### src/rtl/uart_store_arbiter.sv
// Merges UART transmit-register stores from both issue lanes into one ordered
// byte stream, buffered in a FIFO and drained under a ready handshake.
module uart_store_arbiter #(
    parameter int          DEPTH     = 8,
    parameter logic [31:0] UART_ADDR = 32'h0000_F000
) (
    input  logic                       clock,
    input  logic                       reset,
    input  logic                       st0_valid,
    input  logic [31:0]                st0_addr,
    input  logic [7:0]                 st0_data,
    input  logic                       st1_valid,
    input  logic [31:0]                st1_addr,
    input  logic [7:0]                 st1_data,
    output logic                       stall,
    input  logic                       uart_ready,
    output logic [8:0]                 uart_out,
    output logic [$clog2(DEPTH):0]     count
);

    localparam int PW = $clog2(DEPTH);
    localparam int CW = PW + 1;

    logic [7:0]    mem [DEPTH];
    logic [PW-1:0] wr_ptr;
    logic [PW-1:0] rd_ptr;

    logic          hit0;
    logic          hit1;
    logic [1:0]    need;
    logic [CW-1:0] free;
    logic          push;
    logic          pop;
    logic [PW-1:0] wr_slot1;

    function automatic logic [PW-1:0] ptr_add(input logic [PW-1:0] p, input logic [1:0] n);
        return p + PW'(n);
    endfunction

    // Request decode and admission
    always_comb begin
        hit0  = st0_valid && (st0_addr == UART_ADDR);
        hit1  = st1_valid && (st1_addr == UART_ADDR);
        need  = {1'b0, hit0} + {1'b0, hit1};
        // Only the registered occupancy counts; a pop this cycle frees nothing yet.
        free  = CW'(DEPTH) - count;
        stall = !reset && (CW'(need) > free);
        push  = !reset && !stall && (need != 2'd0);
        pop   = !reset && (count != '0) && uart_ready;
        // Lane 1 lands behind lane 0 when both hit, otherwise takes the head slot.
        wr_slot1 = hit0 ? ptr_add(wr_ptr, 2'd1) : wr_ptr;
    end

    // Storage: data path, never reset
    always_ff @(posedge clock) begin
        if (push) begin
            if (hit0) mem[wr_ptr]   <= st0_data;
            if (hit1) mem[wr_slot1] <= st1_data;
        end
    end

    // Control state
    always_ff @(posedge clock) begin
        if (reset) begin
            wr_ptr <= '0;
            rd_ptr <= '0;
            count  <= '0;
        end else begin
            if (push) wr_ptr <= ptr_add(wr_ptr, need);
            if (pop)  rd_ptr <= ptr_add(rd_ptr, 2'd1);
            count <= count + (push ? CW'(need) : CW'(0)) - CW'(pop);
        end
    end

    // Output is derived purely from registered state; nothing is forwarded.
    assign uart_out = (count != '0) ? {1'b1, mem[rd_ptr]} : 9'h000;

endmodule

### config.mk
export PLATFORM = sky130hd
export DESIGN_NAME = uart_store_arbiter
export DESIGN_NICKNAME = d
export VERILOG_FILES = /design/src/rtl/uart_store_arbiter.sv
export SDC_FILE = /design/constraint.sdc
export NUM_CORES = 1
export LEC_CHECK = 0
export BUFFER_PORTS_ARGS = -buffer_cell sky130_fd_sc_hd__buf_2
export CAP_MARGIN = 20
export CORE_MARGIN = 3
export CORE_UTILIZATION = 49
export DETAILED_ROUTE_END_ITERATION = 10
export PLACE_DENSITY = 0.86
export SLEW_MARGIN = 20
export SYNTH_ARGS = -nofsm -noshare
export SYNTH_HDL_FRONTEND = slang
export SYNTH_SLANG_ARGS = --single-unit
### constraint.sdc
create_clock -name clock -period 3.95 [get_ports clock]
set_input_delay 0.5925 -clock clock [delete_from_list [all_inputs] [get_ports clock]]
set_output_delay 0.5925 -clock clock [all_outputs]
set_load 0.01 [all_outputs]
Word level (Yosys, flattened, before mapping)
Memories as Yosys holds them, arrays and structs flattened. A register that Yosys moved wholly into a read port is not among the register bits.
Cells that the tools add are included.
Cells by class
  add/subtract/negate cells: 7
  multiplexer cells: 11
  reduce and logical (&&, ||, !) cells: 11
  equal/unequal tests: 2
  magnitude comparators: 1
Operators by type and width (number)
  32-bit by 16-bit equality test with 1-bit output, second input constant: 2
  3-bit two-way mux: 3
  9-bit two-way mux: 1
  1-bit logical AND: 7
  3-bit by 1-bit adder with 3-bit output, second input constant: 2
  1-bit two-way mux: 6
  4-bit by 2-bit adder with 4-bit output: 1
  2-bit by 4-bit greater-than comparator with 1-bit output: 1
  4-bit nonzero test: 1
  4-bit by 1-bit subtractor with 4-bit output: 1
  4-bit subtractor, first input constant: 1
  3-bit by 2-bit adder with 3-bit output: 1
  1-bit by 1-bit adder with 2-bit output: 1
  1-bit logical NOT: 2
  2-bit two-way mux: 1
  2-bit nonzero test: 1
Storage, ports and cells
  word-level logic and storage cells: 36
  memory bits (writable): 64
  bits of input ports: 85
  memories kept: 1
  output and inout bits: 14
  register bits after elaboration: 10
Memory list
  mem: words 8, width 8, rd ports 1, clocked after memory_dff 1, write ports 2, RTL line 24  | logic [7:0] mem [DEPTH];

Logic depth before layout (Yosys ltp)
Gate-level depths: netlist (run 1).
  depth in word-level cells: 11
  gate-level depth with buffers: 19
  depth with buffers taken out: 17

Worst setup path after synthesis (run 1)
Ideal clock, no wire load.
  kind: input to register
  start point: input port st1_addr[29]
  end point: register count[3]
  data arrival time: 3651 ps
  stages: 18
  slack: 171 ps
  library setup time: 128 ps
  required time: 3822 ps
  path buffers: 1
  cells stage by stage: nor4_1 > nand4_1 > nor4_4 > ha_1 > inv_1 > ha_1 > o21ba_2 > o21ai_0 > a41oi_1 > buf_2 > nand2_1 > ha_1 > inv_1 > ha_1 > a21o_1 > a21oi_1 > xnor2_1 > nor2_1
On the way
  cells in the longest elaborated chain, start to end: 11
  elaborated cells on any way between the ends: 12
  those cells by class: 3 x add/sub; 1 x order compare; 1 x eq/ne; 1 x mux; 6 x reduce/logical
Ends and longest elaborated chain
  from (decl): RTL line 13  | input logic [31:0] st1_addr,
  32-bit by 16-bit equality test with 1-bit output *: RTL line 43  | hit1 = st1_valid && (st1_addr == UART_ADDR);
  1-bit logical AND *: RTL line 43
  1-bit by 1-bit adder with 2-bit output *: RTL line 44  | need = {1'b0, hit0} + {1'b0, hit1};
  2-bit by 4-bit greater-than comparator with 1-bit output: RTL line 47  | stall = !reset && (CW'(need) > free);
  1-bit logical AND: RTL line 47
  1-bit logical NOT: RTL line 48  | push = !reset && !stall && (need != 2'd0);
  1-bit logical AND (2 in series): RTL line 48
  2-bit two-way mux *: RTL line 71  | count <= count + (push ? CW'(need) : CW'(0)) - CW'(pop);
  4-bit by 2-bit adder with 4-bit output *: RTL line 71
  4-bit by 1-bit subtractor with 4-bit output *: RTL line 71
  to (signal assigned): RTL line 71
  to (decl): RTL line 18  | output logic [$clog2(DEPTH):0] count
Mark *: on every way between the ends. The rest lies on a longest branch, timed or not.
A chain may end at the register's enable or synchronous reset.

Final worst setup path (run 1)
Ends and elaborated chain as after synthesis.

==> flow_summary.yaml, run 1 <==
die:
  die-area_um2: 10300
  fp.dieW_um: 102
  rows: 34
  die_h_um: 102
  initial_core_util: 0.508
  core_um2: 8810
  ios: 99
min_path:
  hold_path_end: "rd_ptr[1]"
  worstHoldStart: "rd_ptr[1]"
  hp-class: "reg2reg"
  whs_path_depth: 2
yosys:
  synth-edff-count: 64
  syn_nets: 422
  synth_cell_types: 45
  ys.warnings.count: 0
  netlist_area_um2: 4470
  yosysTopAreaCellShare: 0.430
  ys.flop_type: "edfxtp_1"
  synthTopCellsByArea: "edfxtp_1 (43%), mux2_2 (16%), mux4_2 (8.1%)"
  yosys.area.top_type: "edfxtp_1"
  syn_inst: 321
  seq_area_frac_synth: 0.488
  ys_async_sr_fraction: 0
  synth_seq_cells: 77
  synth.avg_cell_area_um2: 13.9
route:
  drt-pass1-iter-count: 5
  drc: 0
  ant_nets: 0
  wl_um: 10600
  wire_per_inst_um: 18.8
  drt_iter0_drc: 189
  via_per_inst: 5.68
  num_vias: 3194
sta:
  hold_ws_ns: 0.534
  setup_viol: 0
  hold_viol_final: 0
  min_period_ns: 3.64
  relSlewSlack: 0.482
  setup_slack_ns: 0.309
  fmax_mhz: 275
  clock_skew_ns: 0.0117
  rsz0062_at_grt: "no"
  timing.final.max_slew_violations: 0
  worstMarginPinSlew_ns: 0.776
  fin_crit_sh: 0.922
clock_network:
  htreeDepth: 3
  cts_tree: "done"
  cts_root_buf: "clkbuf_8"
  cts_max_path_buffers: 2
  ctsHoldBuffers: 0
  clk_latency_ns: 0.36
  cts.sinks: 77
  cts_made_buffers: 9
  cts_setup_buffers: 0
  clk_pin_slew_ns: 0.08
global_routing:
  grtUsageTotal: 0.216
  grt_overflow: 0
  grt_pass1_wl_um: 16800
  grt_pass1_vias: 3356
  grt_start_max_net_pins: 17
  antenna_found_initial: 0
power:
  p_total_mw: 2.16
  power_density_nw_per_um2: 390
  ir_drop_uv: 173
  leakagePower_nw: 2.14
worst_setup_path:
  crit_arrival_ns: 3.88
  criticalPathCategory: "in2reg"
  reg2reg_from: "count[0]"
  reg2regPathDepth: 13
  rrSetupSlack_ns: 1.14
  worst-path-max-fanout: 5
  required_ns: 4.19
  critPathLaunchType: "input port"
  rr_endpoint: "count[3]"
  cp-end-kind: "register"
final_layout:
  fillers: 659
  drive_gt1_frac: 0.540
  diodes: 0
  fin_area_um2: 5530
  layout_common_cells: "buf_2 (98), mux2_2 (64), edfxtp_1 (64)"
  nets: 550
  area_growth_pct: 23.6
  layout_commonest_cell: "buf_2"
outcome:
  outcome: "finished, final reports clean"
job:
  cap_violations: 0
placement:
  dp_slack_ns: -0.201
  placed_area_um2: 5320
  dpl.hpwl_um: 7870
  io_buffers: 98
  gp_congestion: 0.871
state kept, by name, summed over array words and instances (netlist names), named ones only:
register  cells
mem          64
rd_ptr        3
wr_ptr        3
count         4
what timing repair did:
item | CTS | global route
endpoints found under the setup margin | 0 | 1
hold endpoints to repair | 0 | 0
resized for setup | 0 | 1
cells by family after synthesis:
group | share of synthesized area
AOI/OAI and AO/OA | 0.0336
xor gates and xnor gates | 0.0213
adders and majority gates | 0.0464
buffers and inverters | 0.0252
DFF | 0.488
muxes | 0.264
and+or+nand+nor | 0.121
cell type report:
cell class | instances | area [µm²] | share of cell area
sequential | 77 | 2180 | 0.395
multi-input combinational | 217 | 2180 | 0.395
tap | 108 | 135 | 0.0245
timing repair buffer | 130 | 768 | 0.139
clock inverter | 7 | 80.1 | 0.0145
clock buffer | 9 | 124 | 0.0224
inverter | 14 | 52.6 | 0.00951
power breakdown:
group | internal [mW] | switching, mW
Sequential | 0.903 | 0.0320
Clock | 0.302 | 0.323
Combinational | 0.300 | 0.297
Total | 1.50 | 0.652
worst max-delay path by stage:
stage | slack, ns | start | cells past startpoint | to
after floorplan | 0.17 | st1_addr[29] | 18 | count[3]
after global routing | 0.06 | st1_addr[3] | 18 | count[3]
after detailed placement | -0.20 | st1_addr[29] | 18 | count[3]
after CTS | 0.14 | st1_addr[29] | 18 | count[3]
final | 0.31 | st1_addr[29] | 18 | count[3]
after global placement | 0.08 | st1_addr[3] | 18 | count[3]
through the flow:
stage | cells | setup TNS (ns) | util
2_1_floorplan | 321 | 0 | -
3_3_place_gp | 546 | 0 | 0.604
3_5_place_dp | 546 | -2.89 | 0.604
4_1_cts | 562 | 0 | 0.627
5_1_grt | 562 | 0 | 0.628
6_report | 562 | 0 | 0.628
per-layer routing:
layer	global-route usage	wire, µm
met5	0	0
met4	0.0787	275
met2	0.382	5580
met3	0.0489	640
met1	0.257	4070
Yosys cell counts, drive strengths merged, types with 2 or more instances:
cell type	number
a21oi	3
and2	2
and4	3
buf	6
clkbuf	7
dfxtp	13
edfxtp	64
ha	15
inv	14
mux2	64
mux2i	10
mux4	16
nand2	13
nand2b	5
nand3	8
nand3b	2
nand4	4
nor2	18
nor2b	3
nor3	2
nor3b	4
nor4	10
nor4b	4
o21ai	5
o21bai	4
o31ai	4
xnor2	4
xor2	6
critical path, stage by stage:
cell and delay, ns:
buf_2 0.10, nor4_1 0.32, nand4_1 0.21, nor4_4 0.34
ha_1 0.30, inv_1 0.06, ha_1 0.15, o21ba_2 0.12
o21ai_0 0.11, a41oi_2 0.29, nand2_1 0.10, ha_1 0.31
inv_1 0.05, ha_1 0.30, a21o_1 0.18, a21oi_1 0.17
xnor2_1 0.13, nor2_1 0.06
No activity file was read; power rests on OpenSTA's default activity.
==> run 2: changes to the inputs <==
--- a/config.mk
+++ b/config.mk
@@ -5,10 +5,12 @@
 export SDC_FILE = /design/constraint.sdc
 export NUM_CORES = 1
 export LEC_CHECK = 0
+export ABC_AREA = 1
 export BUFFER_PORTS_ARGS = -buffer_cell sky130_fd_sc_hd__buf_2
 export CAP_MARGIN = 20
+export CORE_ASPECT_RATIO = 0.6
 export CORE_MARGIN = 3
-export CORE_UTILIZATION = 49
+export CORE_UTILIZATION = 50
 export DETAILED_ROUTE_END_ITERATION = 10
 export PLACE_DENSITY = 0.86
 export SLEW_MARGIN = 20
==> run 2 against run 1 <==
Compared with the run above: power rose by 15%; routed wire length increased by 42%; largest cell class unchanged; clock skew down 0.0075 ns; critical endpoint unchanged.
==> flow_summary.yaml, run 2 <==
outcome:
  outcome: "finished, final reports clean"
worst_setup_path:
  cp-end-kind: "register"
  crit_arrival_ns: 3.74
  critPathLaunchType: "input port"
  required_ns: 4.22
  worst-path-max-fanout: 5
  criticalPathCategory: "in2reg"
clock_network:
  post_cts_resize_count: 0
  htreeDepth: 3
  cts_made_buffers: 9
  ctsHoldBuffers: 0
  clk_latency_ns: 0.34
  cts_setup_buffers: 0
  cts_root_buf: "clkbuf_16"
  clk_pin_slew_ns: 0.06
  cts_max_path_buffers: 2
  cts_tree: "done"
  cts.sinks: 77
sta:
  timing.final.max_slew_violations: 0
  worstMarginPinSlew_ns: 0.641
  hold_viol_final: 0
  fin_crit_sh: 0.877
  clock_skew_ns: 0.00413
  min_period_ns: 3.46
  fmax_mhz: 289
  rsz0062_at_grt: "no"
  hold_ws_ns: 0.497
  relSlewSlack: 0.572
  setup_viol: 0
  setup_slack_ns: 0.485
  setup_tns_ns: 0
final_layout:
  reg_top3: "mem (64), count (4)"
  fillers: 806
  multi_input_area_um2: 2540
  regArea_um2: 2180
  regMostFlops: "mem"
  area_growth_pct: 16.4
  drive_gt1_frac: 0.187
  layout_common_cells: "nand2_1 (199), nor2_1 (122), buf_2 (98)"
  largest_register_ffs: 64
  diodes: 0
  nets: 881
  layout_commonest_cell: "nand2_1"
die:
  ios: 99
  initial_core_util: 0.535
  die-area_um2: 11500
  core_um2: 9560
  die_h_um: 84.3
  fp.dieW_um: 137
  rows: 27
global_routing:
  grt.met3_usage: 0.121
  grt_pass1_wl_um: 23900
  gr-usage-met2: 0.365
  antenna_found_initial: 0
  grt_overflow: 0
  grtUsageTotal: 0.269
  grt_start_max_net_pins: 33
  use_met1: 0.390
  grt_pass1_vias: 4650
  busiest_layer: "met1"
route:
  num_vias: 5062
  drt-pass1-iter-count: 6
  drt_iter0_drc: 689
  via_per_inst: 5.53
  drc: 0
  wire_per_inst_um: 16.3
  ant_nets: 0
  wl_um: 15000
yosys:
  syn_nets: 794
  synthTopCellsByArea: "edfxtp_1 (38%), nand2_1 (15%), nor2_1 (9.0%)"
  ys.flop_type: "edfxtp_1"
  ys.warnings.count: 0
  synth_common_cells: "nand2_1 (199), nor2_1 (122), nand3_1 (86)"
  synth_cell_types: 32
  yosysMostFrequentCell: "nand2_1"
  ys_async_sr_fraction: 0
  synth_mux_area_frac: 0
  synth.avg_cell_area_um2: 7.38
  seq_area_frac_synth: 0.427
  synth_simple_gate_area_frac: 0.369
  synth_seq_cells: 77
  synth-edff-count: 64
  synth_top_family_by_area: "simple AND/OR/NAND/NOR gates"
  synth_fa_ha_area_frac: 0.0406
  synth_compound_area_frac: 0.0778
  yosysTopAreaCellShare: 0.376
  synthXorXnorAreaFrac: 0.0103
  yosys.area.top_type: "edfxtp_1"
  syn_inst: 693
  netlist_area_um2: 5110
min_path:
  hp-class: "reg2reg"
placement:
  dp_slack_ns: 0.183
  dpl.hpwl_um: 10900
  gp_congestion: 0.984
  io_buffers: 98
job:
  cap_violations: 0
power:
  power_density_nw_per_um2: 419
  p_total_mw: 2.49
  leakagePower_nw: 2.72
  ir_drop_uv: 229
-- run 2: final timing paths --
check	cells after the start	to	startpoint	slack, ns
min reg2reg	2	rd_ptr[1]	rd_ptr[1]	0.50
min	2	rd_ptr[1]	rd_ptr[1]	0.50
max	25	count[3]	st0_addr[21]	0.49
max reg2reg	18	count[3]	count[0]	1.10
-- run 2: stage by stage --
| step | area, µm² | utilization | instances |
|---|---|---|---|
| global placement | 5670 | 0.593 | 899 |
| floorplan | 5110 | - | 693 |
| detailed placement | 5670 | 0.593 | 899 |
| finish | 5950 | 0.622 | 915 |
| CTS | 5950 | 0.622 | 915 |
| global route | 5950 | 0.622 | 915 |
-- run 2: layout make-up --
class / count / share of cell area
Clock inverter: 1 / 0.000841
Tap cell: 130 / 0.0273
Sequential cell: 77 / 0.367
Multi-Input combinational cell: 532 / 0.427
Timing Repair Buffer: 113 / 0.101
Clock buffer: 15 / 0.0469
Inverter: 47 / 0.0296
-- run 2: logic make-up after synthesis --
family / after synthesis
compound gates: 75
xor+xnor: 6
fa+ha+maj: 16
buf+inv: 84
flops: 77
simple gates: 435
-- run 2: power by group --
part | switching, mW | internal (mW) | leakage [nW]
Clock | 0.308 | 0.481 | 0.139
Combinational | 0.499 | 0.270 | 1.90
Sequential | 0.0277 | 0.906 | 0.681
Total | 0.834 | 1.66 | 2.72
-- run 2: worst max-delay path, cell delays in order --
cell	delay, ns
buf_2	0.10
nor2_1	0.15
nand2_1	0.09
inv_1	0.05
nand2_1	0.05
nor2_2	0.12
nand3_2	0.14
inv_1	0.11
ha_1	0.27
inv_1	0.07
ha_1	0.22
nand3_1	0.09
nand2_1	0.05
nand3b_1	0.24
nand2_1	0.13
inv_1	0.06
nand2_1	0.07
ha_1	0.26
inv_1	0.07
ha_1	0.23
nand2_1	0.07
nor2_1	0.04
a211oi_1	0.23
o21ai_0	0.11
a21oi_1	0.12
-- run 2: metal layers --
| metal | wire length [µm] | share of wire |
|---|---|---|
| met1 | 6160 | 0.41 |
| met2 | 6050 | 0.40 |
| met4 | 257 | 0.017 |
| met3 | 2490 | 0.17 |
| met5 | 0 | 0 |
